[config.mk]
export PLATFORM = sky130hd
export DESIGN_NAME = controle_jogo_sequencia
export DESIGN_NICKNAME = d
export VERILOG_FILES = /design/src/rtl/jogo_pkg.sv /design/src/rtl/contador_timeout.sv /design/src/rtl/controle_jogo_sequencia.sv
export SDC_FILE = /design/constraint.sdc
export NUM_CORES = 1
export LEC_CHECK = 0
export ABC_CLOCK_PERIOD_IN_PS = 5300
export BUFFER_PORTS_ARGS = -buffer_cell sky130_fd_sc_hd__clkbuf_2
export CORE_ASPECT_RATIO = 1.25
export CORE_MARGIN = 2
export CORE_UTILIZATION = 55
export CTS_BUF_LIST = sky130_fd_sc_hd__clkbuf_2 sky130_fd_sc_hd__clkbuf_4 sky130_fd_sc_hd__clkbuf_8
export CTS_CLUSTER_DIAMETER = 150
export DETAILED_ROUTE_END_ITERATION = 10
export PLACE_DENSITY = 0.77
export SETUP_SLACK_MARGIN = 0.15
export SLEW_MARGIN = 20
export SYNTH_ARGS = -nofsm -noshare
export SYNTH_HDL_FRONTEND = slang
export SYNTH_HIERARCHICAL = 1
export SYNTH_SLANG_ARGS = --single-unit
[constraint.sdc]
create_clock -name clock -period 5.3 [get_ports clock]
set_input_delay 0.53 -clock clock [delete_from_list [all_inputs] [get_ports clock]]
set_output_delay 0.53 -clock clock [all_outputs]
set_load 0.05 [all_outputs]
[src/rtl/jogo_pkg.sv]
// rtl/jogo_pkg.sv - shared state codes and constants for the memory-game control unit
package jogo_pkg;

  localparam int TIMEOUT_CICLOS_PADRAO = 3000;
  localparam int PROFUNDIDADE_MEMORIA  = 16;
  localparam int TIMER_W               = 16;

  // Codes double as the 7-segment debug value
  typedef enum logic [3:0] {
    INICIAL     = 4'h0,
    PREPARA     = 4'h1,
    ESPERA      = 4'h2,
    REGISTRA    = 4'h4,
    COMPARA     = 4'h5,
    PROXIMO     = 4'h6,
    FIM_ACERTO  = 4'hA,
    FIM_TIMEOUT = 4'hD,
    FIM_ERRO    = 4'hE
  } estado_t;

endpackage

[src/rtl/contador_timeout.sv]
// rtl/contador_timeout.sv - 16-bit play-timeout counter, clear has priority over count
module contador_timeout
  import jogo_pkg::*;
#(
  parameter int MAX = TIMEOUT_CICLOS_PADRAO
) (
  input  logic clock,
  input  logic reset,
  input  logic zera,
  input  logic conta,
  output logic fim
);

  localparam logic [TIMER_W-1:0] LIMITE = TIMER_W'(MAX - 1);

  logic [TIMER_W-1:0] valor_q;
  logic [TIMER_W-1:0] valor_d;

  always_comb begin
    valor_d = valor_q;
    if (zera) begin
      valor_d = '0;
    end else if (conta) begin
      valor_d = valor_q + 1'b1;
    end
  end

  always_ff @(posedge clock or posedge reset) begin
    if (reset) begin
      valor_q <= '0;
    end else begin
      valor_q <= valor_d;
    end
  end

  assign fim = (valor_q == LIMITE);

endmodule

[src/rtl/controle_jogo_sequencia.sv]
// rtl/controle_jogo_sequencia.sv - Moore control unit sequencing the memory-game datapath
module controle_jogo_sequencia
  import jogo_pkg::*;
#(
  parameter int TIMEOUT_CICLOS = TIMEOUT_CICLOS_PADRAO
) (
  input  logic       clock,
  input  logic       reset,
  input  logic       iniciar,
  input  logic       jogada_feita,
  input  logic       igual,
  input  logic       fim_contagem,
  output logic       zera_contador,
  output logic       conta_contador,
  output logic       zera_registrador,
  output logic       registra,
  output logic       acertou,
  output logic       errou,
  output logic       timeout,
  output logic       pronto,
  output logic [3:0] db_estado
);

  estado_t estado_q;
  estado_t estado_d;
  logic    em_espera;
  logic    fim_timer;

  assign em_espera = (estado_q == ESPERA);

  // Timer is held at zero outside ESPERA so every wait starts fresh
  contador_timeout #(
    .MAX(TIMEOUT_CICLOS)
  ) u_timer (
    .clock(clock),
    .reset(reset),
    .zera (!em_espera),
    .conta(em_espera),
    .fim  (fim_timer)
  );

  always_ff @(posedge clock or posedge reset) begin
    if (reset) begin
      estado_q <= INICIAL;
    end else begin
      estado_q <= estado_d;
    end
  end

  always_comb begin
    estado_d         = INICIAL;
    zera_contador    = 1'b0;
    conta_contador   = 1'b0;
    zera_registrador = 1'b0;
    registra         = 1'b0;
    acertou          = 1'b0;
    errou            = 1'b0;
    timeout          = 1'b0;
    pronto           = 1'b0;
    case (estado_q)
      INICIAL: begin
        estado_d = iniciar ? PREPARA : INICIAL;
      end
      PREPARA: begin
        zera_contador    = 1'b1;
        zera_registrador = 1'b1;
        estado_d         = ESPERA;
      end
      ESPERA: begin
        // A play arriving on the last allowed cycle still counts
        if (jogada_feita)   estado_d = REGISTRA;
        else if (fim_timer) estado_d = FIM_TIMEOUT;
        else                estado_d = ESPERA;
      end
      REGISTRA: begin
        registra = 1'b1;
        estado_d = COMPARA;
      end
      COMPARA: begin
        if (!igual)            estado_d = FIM_ERRO;
        else if (fim_contagem) estado_d = FIM_ACERTO;
        else                   estado_d = PROXIMO;
      end
      PROXIMO: begin
        conta_contador = 1'b1;
        estado_d       = ESPERA;
      end
      FIM_ACERTO: begin
        pronto   = 1'b1;
        acertou  = 1'b1;
        estado_d = iniciar ? PREPARA : FIM_ACERTO;
      end
      FIM_ERRO: begin
        pronto   = 1'b1;
        errou    = 1'b1;
        estado_d = iniciar ? PREPARA : FIM_ERRO;
      end
      FIM_TIMEOUT: begin
        pronto   = 1'b1;
        errou    = 1'b1;
        timeout  = 1'b1;
        estado_d = iniciar ? PREPARA : FIM_TIMEOUT;
      end
      default: begin
        estado_d = INICIAL;
      end
    endcase
  end

  assign db_estado = estado_q;

endmodule

==> results_dict.tcl <==
set metrics [dict create \
    power_frac_seq_pct 39.4 \
    period_share_pct 48.7 \
    r2r_start "db_estado[0]" \
    dr.pass1.iters 5 \
    via_count 1013 \
    antenna_left 0 \
    clock_latency_ns 0.30 \
    start_util_pct 59.1 \
    grt_pass1_wl_um 4160 \
    cts_tree "built" \
    max-clock-path-buffers 2 \
    p_int_w 0.000261 \
    cts_made_buffers 3 \
    place_ws_ns 2.70 \
    drc 0 \
    gp_congestion 0.812 \
    min_period_ns 2.58 \
    grt_overflow 0 \
    syn_nets 140 \
    wl_per_cell_um 14.3 \
    area_growth_pct 8.99 \
    fin_setup_tns_ns 0 \
    setup_viol 0 \
    worstPathRequired_ns 5.50 \
    antenna_cells 0 \
    start_kind "register" \
    r2r_slack_ns 2.72 \
    pwr-share-clk_pct 17.6 \
    status "complete, no violations" \
    p_per_area_mw_per_mm2 386 \
    synth_cell_types 40 \
    drv_slew 0 \
    clk_pin_slew_ns 0.12 \
    portBuffers 17 \
    tightest_slew_ns 0.690 \
    slew_headroom_pct 53.7 \
    vias_per_cell 6.03 \
    holdBufCountCts 0 \
    p_leak_nw 0.576 \
    fp.dieW_um 45.7 \
    totalWireLength_um 2410 \
    antenna_found_initial 0 \
    grt_pass1_vias 961 \
    hold_viol 0 \
    worst-r2r-cell-count 7 \
    rsz0062_at_grt "no" \
    arrival_ns 2.78 \
    p_switching_w 0.000242 \
    ys_ff_latch 20 \
    grt_start_max_net_pins 23 \
    power_frac_comb_pct 43.0 \
    io_pins 18 \
    htree_levels 1 \
    synth_area_mm2 0.00120 \
    core_mm2 0.00203 \
    cts_setup_buffers 0 \
    fmax_mhz 387 \
    cp-end-kind "register" \
    cts_root_buffer "clkbuf_4" \
    fin_nets 156 \
    clkSinkCount 20 \
    drive_gt1_share_pct 21.6 \
    syn_area_per_cell_um2 9.00 \
    switching_share_pct 48.1 \
    setup_ws_ns 2.72 \
    first_iter_violations 32 \
    ys_warn_count 6 \
    ctsResizeCount 0 \
    cap_violations 0 \
    synth_cells 133 \
    grt_use_total_pct 21.0 \
    holdCritPathClass "in2async" \
    row_count 18 \
    die_y_um 56.2 \
    cp_max_fo 22 \
    ir_drop_v 0.000283 \
    crit_type "reg2reg" \
    ys_seq_area_share_pct 41.8 \
    clock_skew_ns 0.00948 \
    r2r_end "u_timer/valor_q[15]" \
    die-area_mm2 0.00257 \
    hpwl_um 1830 \
]
==> layout by cell type (no fill, tap or decap), types with 5 or more instances in the layout <==
master / count
xnor2_1: 9
dfrtp_1: 20
clkbuf_2: 17
nand3_1: 6
nor2_1: 23
nand2b_1: 5
inv_1: 8
nand2_1: 6
nor3_1: 8
==> metrics by stage <==
stage	hold WS, ns	util, %	total power (W)	instance area, µm²	std cells
final	0.0736	64.4	0.000503	1310	168
after global placement	0.407	62.6	0.000413	1270	164
after floorplan	0.296	-	0.000388	1200	133
after detailed placement	0.409	62.6	0.000418	1270	164
after CTS	0.0771	64.4	0.000505	1310	168
after global routing	0.0704	64.4	0.000534	1310	168
==> cells in the mapped netlist (all sizes together) <==
library cell  instances  area, µm²
nor2                 23       86.3
nor3                 10       66.3
xnor2                 9       78.8
buf                   4       21.3
a21o                  2       15.0
o221ai                1       8.76
nor2b                 4       25.0
a221o                 1       10.0
and4b                 1       13.8
xor2                  2       17.5
nand2                 6       22.5
mux2i                 1       10.0
nor3b                 1       7.51
ha                    1       12.5
a22o                  1       8.76
a21oi                 3       15.0
nor4                  5       37.5
nand4                 5       37.5
or3                   1       6.26
a211o                 1       10.0
mux2                  1       11.3
o311ai                1       8.76
o211ai                1       7.51
nand3                 7       40.0
nand2b                5       31.3
clkbuf                2       17.5
o21ai                 3       18.8
dfrtp                20        500
inv                   9       33.8
a31o                  2       17.5
==> flip-flops by register name (all words and copies together) (netlist names) <==
name,count
u_timer/valor_q,16
db_estado,4
==> power by group through the flow <==
stage	clock, W	sequential (W)	combinational (W)
CTS	0.0000894	0.000198	0.000218
detailed placement	0	0.000200	0.000218
floorplan	0	0.000226	0.000162
global route	0.0000980	0.000202	0.000234
finish	0.0000884	0.000198	0.000217
global placement	0	0.000199	0.000213
==> worst max-delay path, stage by stage (launching register included) <==
cell	delay (ns)
dfrtp_1	0.49
nand2b_1	0.25
nor3_2	0.56
inv_2	0.33
o21ai_2	0.34
nor3_4	0.10
nand3_1	0.10
mux2_1	0.33
==> kinds of logic (layout without fill, tap and decap cells) <==
logic type      after synthesis  count (layout)  share of synthesized area [%]
fa+ha+maj                     1               1                           1.04
compound gates               16              16                           10.0
xor+xnor                     11              11                           8.05
flops                        20              20                           41.8
buf+inv                      15              30                           6.06
simple gates                 68              68                           31.2
mux                           2               2                           1.78
==> layout make-up <==
cell class,count,area (µm²)
Sequential cell,20,500
Multi-Input combinational cell,98,624
Clock buffer,4,36.3
Timing Repair Buffer,17,85.1
Tap cell,20,25.0
Inverter,9,33.8
Fill cell,165,722
==> metal layers <==
metal  track usage, %  share of wire (%)  routed length [µm]  vias up
met4             4.08               0.37                   9        0
li1                 -                  -                   -      495
met2             33.4                 50                1210       28
met1             29.1                 45                1080      487
met3             4.22                4.5                 108        3
met5                0                  0                   0        -
==> how the worst max path moves through the flow <==
stage            startpoint                  end  slack, ns  depth (start not counted)
2_1_floorplan  db_estado[0]     zera_registrador       2.39                          3
3_3_place_gp   db_estado[0]  u_timer/valor_q[15]       2.82                          7
3_5_place_dp   db_estado[0]  u_timer/valor_q[15]       2.70                          7
4_1_cts        db_estado[0]  u_timer/valor_q[15]       2.69                          7
5_1_grt        db_estado[0]  u_timer/valor_q[15]       2.50                          7
6_report       db_estado[0]  u_timer/valor_q[15]       2.72                          7
(Power assumes the default switching activity.)
